===== src/rtl/pll_ctrl_pkg.sv =====
// Shared types and default timing for the PLL reset sequencer.
// Defaults assume a 12 MHz reference clock.
package pll_ctrl_pkg;

  typedef enum logic [2:0] {
    PLL_RESET = 3'd0,
    WAIT_LOCK = 3'd1,
    STABLE    = 3'd2,
    RUN       = 3'd3,
    FAULT     = 3'd4
  } state_t;

  localparam int CNT_W             = 16;
  localparam int DEF_RESET_CYCLES  = 12;
  localparam int DEF_LOCK_TIMEOUT  = 1200;
  localparam int DEF_STABLE_CYCLES = 120;
  localparam int DEF_MAX_RETRIES   = 3;

endpackage


===== src/rtl/sync_2ff.sv =====
// Two-flop synchronizer for signals crossing into clk.
// Both stages clear on synchronous reset.
module sync_2ff #(
  parameter int WIDTH = 1
) (
  input  logic             clk,
  input  logic             rst,
  input  logic [WIDTH-1:0] d,
  output logic [WIDTH-1:0] q
);

  logic [WIDTH-1:0] meta;

  // first stage may go metastable, second stage settles it
  always_ff @(posedge clk) begin
    if (rst) begin
      meta <= '0;
      q    <= '0;
    end else begin
      meta <= d;
      q    <= meta;
    end
  end

endmodule


===== src/rtl/pll_reset_sequencer.sv =====
// PLL bring-up sequencer: resets the PLL, waits for a stable
// lock, then releases the system reset; retries and faults.
module pll_reset_sequencer
  import pll_ctrl_pkg::*;
#(
  parameter int RESET_CYCLES  = DEF_RESET_CYCLES,
  parameter int LOCK_TIMEOUT  = DEF_LOCK_TIMEOUT,
  parameter int STABLE_CYCLES = DEF_STABLE_CYCLES,
  parameter int MAX_RETRIES   = DEF_MAX_RETRIES
) (
  input  logic       clk,
  input  logic       rst,
  input  logic       pll_locked,
  input  logic       restart,
  output logic       pll_resetb,
  output logic       sys_rst,
  output logic       ready,
  output logic       fault,
  output logic [1:0] retry_count,
  output logic [7:0] lock_loss_count,
  output logic [2:0] state
);

  localparam logic [CNT_W-1:0] RST_LD =
    CNT_W'(RESET_CYCLES);
  localparam logic [CNT_W-1:0] TMO_LD =
    CNT_W'(LOCK_TIMEOUT);
  localparam logic [CNT_W-1:0] STB_LD =
    CNT_W'(STABLE_CYCLES);
  localparam logic [CNT_W-1:0] ONE = CNT_W'(1);

  state_t           st;
  state_t           nxt;
  logic [CNT_W-1:0] cnt;
  logic [CNT_W-1:0] load_val;
  logic             lock;
  logic             reload;
  logic             retry_inc;
  logic             retry_clr;
  logic             loss_inc;
  logic             last_try;
  logic             resetb_d;
  logic             sys_rst_d;
  logic             ready_d;
  logic             fault_d;

  sync_2ff #(
    .WIDTH(1)
  ) u_sync (
    .clk(clk),
    .rst(rst),
    .d  (pll_locked),
    .q  (lock)
  );

  assign state    = st;
  assign last_try =
    (int'(retry_count) + 1) >= MAX_RETRIES;

  // state register and the shared phase timer
  always_ff @(posedge clk) begin
    if (rst) begin
      st  <= PLL_RESET;
      cnt <= RST_LD;
    end else begin
      st <= nxt;
      if (reload) begin
        cnt <= load_val;
      end else if (cnt != '0) begin
        cnt <= cnt - ONE;
      end
    end
  end

  // next state; restart outranks every other event
  always_comb begin
    nxt       = st;
    reload    = 1'b0;
    retry_inc = 1'b0;
    retry_clr = 1'b0;
    loss_inc  = 1'b0;
    if (restart) begin
      nxt       = PLL_RESET;
      reload    = 1'b1;
      retry_clr = 1'b1;
    end else begin
      unique case (st)
        PLL_RESET: begin
          if (cnt <= ONE) begin
            nxt    = WAIT_LOCK;
            reload = 1'b1;
          end
        end
        WAIT_LOCK: begin
          if (lock) begin
            nxt    = STABLE;
            reload = 1'b1;
          end else if (cnt <= ONE) begin
            retry_inc = 1'b1;
            reload    = 1'b1;
            nxt = last_try ? FAULT : PLL_RESET;
          end
        end
        STABLE: begin
          if (!lock) begin
            nxt    = WAIT_LOCK;
            reload = 1'b1;
          end else if (cnt <= ONE) begin
            nxt       = RUN;
            reload    = 1'b1;
            retry_clr = 1'b1;
          end
        end
        RUN: begin
          if (!lock) begin
            nxt      = PLL_RESET;
            reload   = 1'b1;
            loss_inc = 1'b1;
          end
        end
        FAULT: begin
          nxt = FAULT;
        end
        default: begin
          nxt    = PLL_RESET;
          reload = 1'b1;
        end
      endcase
    end
  end

  // outputs and timer load follow the state being entered
  always_comb begin
    resetb_d  = 1'b1;
    sys_rst_d = 1'b1;
    ready_d   = 1'b0;
    fault_d   = 1'b0;
    load_val  = '0;
    unique case (nxt)
      PLL_RESET: begin
        resetb_d = 1'b0;
        load_val = RST_LD;
      end
      WAIT_LOCK: load_val = TMO_LD;
      STABLE:    load_val = STB_LD;
      RUN: begin
        sys_rst_d = 1'b0;
        ready_d   = 1'b1;
      end
      FAULT: begin
        resetb_d = 1'b0;
        fault_d  = 1'b1;
      end
      default: begin
        resetb_d = 1'b0;
        load_val = RST_LD;
      end
    endcase
  end

  // registered pin and status outputs
  always_ff @(posedge clk) begin
    if (rst) begin
      pll_resetb <= 1'b0;
      sys_rst    <= 1'b1;
      ready      <= 1'b0;
      fault      <= 1'b0;
    end else begin
      pll_resetb <= resetb_d;
      sys_rst    <= sys_rst_d;
      ready      <= ready_d;
      fault      <= fault_d;
    end
  end

  // failed-attempt counter, cleared on restart or lock
  always_ff @(posedge clk) begin
    if (rst) begin
      retry_count <= '0;
    end else if (retry_clr) begin
      retry_count <= '0;
    end else if (retry_inc) begin
      retry_count <= retry_count + 2'd1;
    end
  end

  // lock losses seen in RUN, saturating
  always_ff @(posedge clk) begin
    if (rst) begin
      lock_loss_count <= '0;
    end else if (loss_inc &&
                 lock_loss_count != 8'hFF) begin
      lock_loss_count <= lock_loss_count + 8'd1;
    end
  end

endmodule


===== config.mk =====
export PLATFORM = sky130hd
export DESIGN_NAME = pll_reset_sequencer
export DESIGN_NICKNAME = d
export VERILOG_FILES = /design/src/rtl/pll_ctrl_pkg.sv /design/src/rtl/sync_2ff.sv /design/src/rtl/pll_reset_sequencer.sv
export SDC_FILE = /design/constraint.sdc
export NUM_CORES = 1
export LEC_CHECK = 0
export CAP_MARGIN = 5
export CORE_MARGIN = 3
export CORE_UTILIZATION = 54
export DETAILED_ROUTE_END_ITERATION = 8
export PLACE_DENSITY_LB_ADDON = 0.25
export SKIP_CTS_REPAIR_TIMING = 1
export SLEW_MARGIN = 40
export SYNTH_ARGS = -nofsm -noshare
export SYNTH_HDL_FRONTEND = slang
export SYNTH_HIERARCHICAL = 1
export SYNTH_SLANG_ARGS = --single-unit

===== constraint.sdc =====
create_clock -name clk -period 2.4 [get_ports clk]
set_input_delay 0.48 -clock clk [delete_from_list [all_inputs] [get_ports clk]]
set_output_delay 0.48 -clock clk [all_outputs]
set_load 0.005 [all_outputs]

Yosys cells after proc, flatten, opt, wreduce, memory -nomap -nowiden
Cells that the tools add are included.
{"block": "totals", "regBits": 35}
{"block": "classes", "add_sub_neg": 4, "magnitude_cmp": 2, "n_eq_ne": 9, "n_mux": 30, "reduce_logical": 7}
{"operator": "one-hot mux 11 bit (3 select lines)", "count": 1}
{"operator": "two-way mux 16 bit", "count": 2}
{"operator": "two-way mux 3 bit", "count": 8}
{"operator": "two-way mux 1 bit", "count": 17}
{"operator": "less-or-equal comparator 16 x 1 -> 1 bit (second input constant)", "count": 1}
{"operator": "nonzero test 16 bit", "count": 1}
{"operator": "subtractor 16 x 1 -> 16 bit (second input constant)", "count": 1}
{"operator": "one-hot mux 3 bit (5 select lines)", "count": 1}
{"operator": "== test 3 x 2 -> 1 bit (second input constant)", "count": 4}
{"operator": "adder 8 x 1 -> 8 bit (second input constant)", "count": 1}
{"operator": "inequality test 8 bit (second input constant)", "count": 1}
{"operator": "== test 3 x 1 -> 1 bit (second input constant)", "count": 2}
{"operator": "== test 3 bit (second input constant)", "count": 2}
{"operator": "one-hot mux 1 bit (5 select lines)", "count": 1}
{"operator": "OR reduction 2 bit", "count": 2}
{"operator": "adder 2 x 1 -> 3 bit (second input constant)", "count": 1}
{"operator": "greater-or-equal comparator 3 x 2 -> 1 bit (second input constant)", "count": 1}
{"operator": "zero test 3 bit", "count": 1}
{"operator": "OR reduction 3 bit", "count": 1}
{"operator": "adder 2 x 1 -> 2 bit (second input constant)", "count": 1}
{"operator": "nonzero test 2 bit", "count": 1}
{"operator": "logical AND 1 bit", "count": 1}

Logic depth before layout (Yosys ltp)
{"block": "logic_depth", "depth_word": 11, "ltp_mapped": 8, "mapped_depth_nobuf": 7}

By module
Netlist, hierarchy kept.
{"mod": "pll_reset_sequencer", "n_inst": 1, "cells_per_inst": 199, "area_per_inst_um2": 1729.2, "seq_area_each_um2": 660.6}
{"mod": "sync_2ff", "n_inst": 1, "cells_per_inst": 4, "area_per_inst_um2": 52.6, "seq_area_each_um2": 40.0}

Least setup slack after synthesis
Ideal clock, no wire load.
{"block": "synth_path", "path_type": "register -> register", "from": "register cnt[0]", "to": "register cnt[2]", "setup_ps": 122, "t_arrival_ps": 2098, "required_ps": 2278, "path_slack_ps": 180, "path_stages_with_launch": 8, "n_path_buf": 1, "period_less_slack_ps": 2220, "cell_sequence": "dfxtp_1 inv_1 ha_1 or3b_2 or4_4 buf_6 and2_4 a221o_1"}
{"block": "synth_via", "elab_chain_len": 9, "elab_cells_between_ends": 24, "cone_classes": "1 x add/sub; 1 x order compare; 4 x eq/ne; 15 x mux; 3 x reduce/logical"}
{"element": "from (decl)", "line": "pll_reset_sequencer.sv:34", "rtl": "logic [CNT_W-1:0] cnt;"}
{"element": "from (signal assigned)", "line": "pll_reset_sequencer.sv:68", "rtl": "cnt <= load_val;"}
{"element": "from (signal assigned)", "line": "pll_reset_sequencer.sv:70", "rtl": "cnt <= cnt - ONE;"}
{"element": "less-or-equal comparator 16 x 1 -> 1 bit", "line": "pll_reset_sequencer.sv:89, pll_reset_sequencer.sv:98, pll_reset_sequencer.sv:108"}
{"element": "two-way mux 3 bit, on equally long branches", "line": "pll_reset_sequencer.sv:108, pll_reset_sequencer.sv:98"}
{"element": "two-way mux 3 bit, on equally long branches", "line": "pll_reset_sequencer.sv:105, pll_reset_sequencer.sv:95"}
{"element": "one-hot mux 3 bit (5 select lines)", "line": "pll_reset_sequencer.sv:87", "rtl": "unique case (st)"}
{"element": "two-way mux 3 bit", "line": "pll_reset_sequencer.sv:82", "rtl": "if (restart) begin"}
{"element": "== test 3 bit or == test 3 x 2 -> 1 bit (tied branches)", "line": "pll_reset_sequencer.sv:139", "rtl": "unique case (nxt)"}
{"element": "OR reduction 2 bit (no source line)"}
{"element": "one-hot mux 11 bit (3 select lines)", "line": "pll_reset_sequencer.sv:139"}
{"element": "two-way mux 16 bit", "line": "pll_reset_sequencer.sv:67", "rtl": "if (reload) begin"}
Several ways; a longest one is shown, not always the timed one. The select of a mux whose other input is x is not followed.
A chain may end at the register's enable or synchronous reset.

Worst setup path in the final report
{"block": "layout_path", "from": "register cnt[8]", "to": "register cnt[2]"}
Same word-level chain as after synthesis.

==> flow_summary.ini <==
[status]
status = finished clean

[critical_path]
r2r_slack_ps = 110
cp-start-kind = flop
crit_fanout = 5
rr_worst_depth = 5
cp-end-kind = flop
worstSetupPathType = flop to flop
critPathRequiredTime_ps = 2640
timing.rr.start = cnt[8]$_SDFFE_PP0P_
r2r-end = cnt[2]$_SDFFE_PP1P_
arrival_ps = 2530

[yosys]
ys.flop_type = dfxtp_1
synth_enable_flop_cells = 0
ys_seq_area_share_pct = 39.33
ys_top_cells_by_area = dfxtp_1 (39%), xnor2_1 (6.4%), nor2_1 (5.9%)
synth_area_per_cell_um2 = 8.777
synth_top_family_by_area = simple AND/OR/NAND/NOR gates
syn_inst = 203
yosysMostFrequentCell = dfxtp_1
ys_seq_elements = 35
synth-simple-area-share_pct = 27.88
yosys.area.top_type = dfxtp_1
synth_fp_nets = 212
synth_commonest_cells = dfxtp_1 (35), nor2_1 (28), xnor2_1 (13), nand2_1 (12)
synth.mux.area_fraction_pct = 1.194
synth_compound_area_share_pct = 16.29
yosys_warnings = 6
synthArstFlopShare_pct = 0
synth_fa_ha_area_share_pct = 3.511
synth-xor-area-share_pct = 8.357
synth_top_cell_area_share_pct = 39.33
synthDistinctLibCells = 51
syn_area_um2 = 1782

[floorplan]
dieArea_um2 = 4025
initial_core_util_pct = 57.42
die_w_um = 63.44
rows = 20
io_pins = 21
die_h_um = 63.44
core_area_um2 = 3103

[drt]
via_per_inst = 5.950
drc = 0
wl_per_cell_um = 14.96
ant_nets = 0
dr.pass1.iters = 4
drt_wl_total_um = 4189
via_count = 1666
drt_first_iter_violations = 79

[pwr]
p_sw_share_pct = 28.23
powerDensity_nw_per_um2 = 534.4
internal_power_w = 0.0008283
p_leak_nw = 0.8424
power_w = 0.001154
combPwrFrac_pct = 17.2
seqPwrFrac_pct = 54.0
power.net_switching_w = 0.0003258
power_frac_clock_pct = 28.7
ir_drop_uv = 379.4

[hold_path]
hold_path.startpoint = u_sync/meta$_SDFF_PP0_
hp-class = flop to flop
whs_path_depth = 1
hold_path_end = u_sync/q$_SDFF_PP0_

[clock_tree]
clk_latency_ps = 340
htree_levels = 2
cts.sink_count = 35
cts_buffers = 5
cts_buffer_depth = 2
clkTransAtPathRegs_ps = 110
cts_root_buffer = clkbuf_4
tritoncts = built

[grt]
use_met1_pct = 30.27
grt_pass1_vias = 1581
met3_usage_pct = 6.061
grt_max_degree = 14
grt-ovfl-total = 0
grt_pass1_wl_um = 7314
grt_busiest_layer = met2
antenna_found_initial = 0
grt_usage_pct = 22.48
grtUsageMet2_pct = 35.98

[place]
placed_cell_area_um2 = 2103
place.gp.congestion = 0.8777
dp_worst_setup_slack_ps = -2.549
dpl.hpwl_um = 3126
port_buffers = 20

[timing]
finalHoldViolCount = 0
clock_skew_ps = 8.022
maxSlewViolCount = 0
fmax_mhz = 435.8
finalSetupViolations = 0
fin_crit_ps = 2295
layout_setup_ws_ps = 105.4
slew_headroom_pct = 61.72
period_share_pct = 95.61
grt_setup_unrepaired = false
worst_pin_slew_ps = 571.7

[layout]
drive_gt1_share_pct = 13.98
diodes = 0
area_growth_pct = 21.21
fin_area_um2 = 2160
fin_nets = 245

[flow_run]
maxCapViolCount = 0
-- per-stage QoR --
stage          util (%)  instances  hold slack, ps  TNS, ps
3_5_place_dp      67.78        273           433.2   -2.549
5_1_grt           69.60        280           468.6        0
2_1_floorplan         -        203           413.8        0
6_report          69.60        280           456.8        0
4_1_cts           69.60        280           460.3        0
3_3_place_gp      67.78        273           423.0        0
-- metal layers --
| layer | share of wire [%] | routed length (um) |
|---|---|---|
| met1 | 46 | 1932 |
| met2 | 47 | 1971 |
| met5 | 0 | 0 |
| met4 | 0.93 | 39 |
| met3 | 5.9 | 246 |
-- worst max-delay path by stage --
| stage | startpoint | endpoint | depth (start not counted) |
|---|---|---|---|
| floorplan | cnt[0]$_SDFFE_PP0P_ | cnt[2]$_SDFFE_PP1P_ | 7 |
| global placement | restart | cnt[15]$_SDFFE_PP0P_ | 7 |
| detailed placement | restart | cnt[15]$_SDFFE_PP0P_ | 7 |
| CTS | cnt[8]$_SDFFE_PP0P_ | cnt[15]$_SDFFE_PP0P_ | 7 |
| global route | cnt[8]$_SDFFE_PP0P_ | cnt[15]$_SDFFE_PP0P_ | 7 |
| finish | cnt[8]$_SDFFE_PP0P_ | cnt[2]$_SDFFE_PP1P_ | 5 |
-- registers in the layout, indices dropped and copies added (netlist names) --
name,count
cnt,16
state,3
u_sync/q,1
sys_rst,1
ready,1
fault,1
lock_loss_count,8
retry_count,2
pll_resetb,1
u_sync/meta,1
-- final cells by class --
type,instances,area [um^2]
well taps,44,55.05
flip-flops and latches,35,700.7
repair buffers,34,305.3
inverters,6,22.52
fillers,278,943.4
clock inverters,1,5.005
multi-input cells,154,1020
clock buffers,6,51.30
-- power groups by stage --
stage	Combinational (W)	Clock (W)	Sequential, W
finish	0.000199	0.000332	0.000624
global route	0.000219	0.000367	0.000628
CTS	0.000197	0.000339	0.000623
detailed placement	0.000194	0	0.000637
global placement	0.000191	0	0.000635
floorplan	0.000141	0	0.000630
-- critical path, cell delays in order (launching register included) --
cell and delay, ps:
dfxtp_1 370, or4_1 620, or2_4 310, nor2_1 270, o221ai_1 260, a221o_1 350
-- cell usage in the layout, fill, tap and decap left out, drive strengths merged, types with 4 or more instances in the layout --
cell           instances
dfxtp                 35
nor2                  29
clkdlybuf4s50         20
buf                   14
xnor2                 13
nand2                 12
nor3                   8
nand3                  8
a21oi                  8
inv                    6
or4                    6
clkbuf                 6
ha                     5
nor4                   5
or2                    5
o21ai                  4
xor2                   4
-- cell families after synthesis --
kind of cell    count (synthesis)
simple gates                   91
compound gates                 39
flops                          35
xor+xnor                       17
buf+inv                        14
fa+ha+maj                       5
mux                             2
Note: power is estimated with default switching activity, not from simulation.
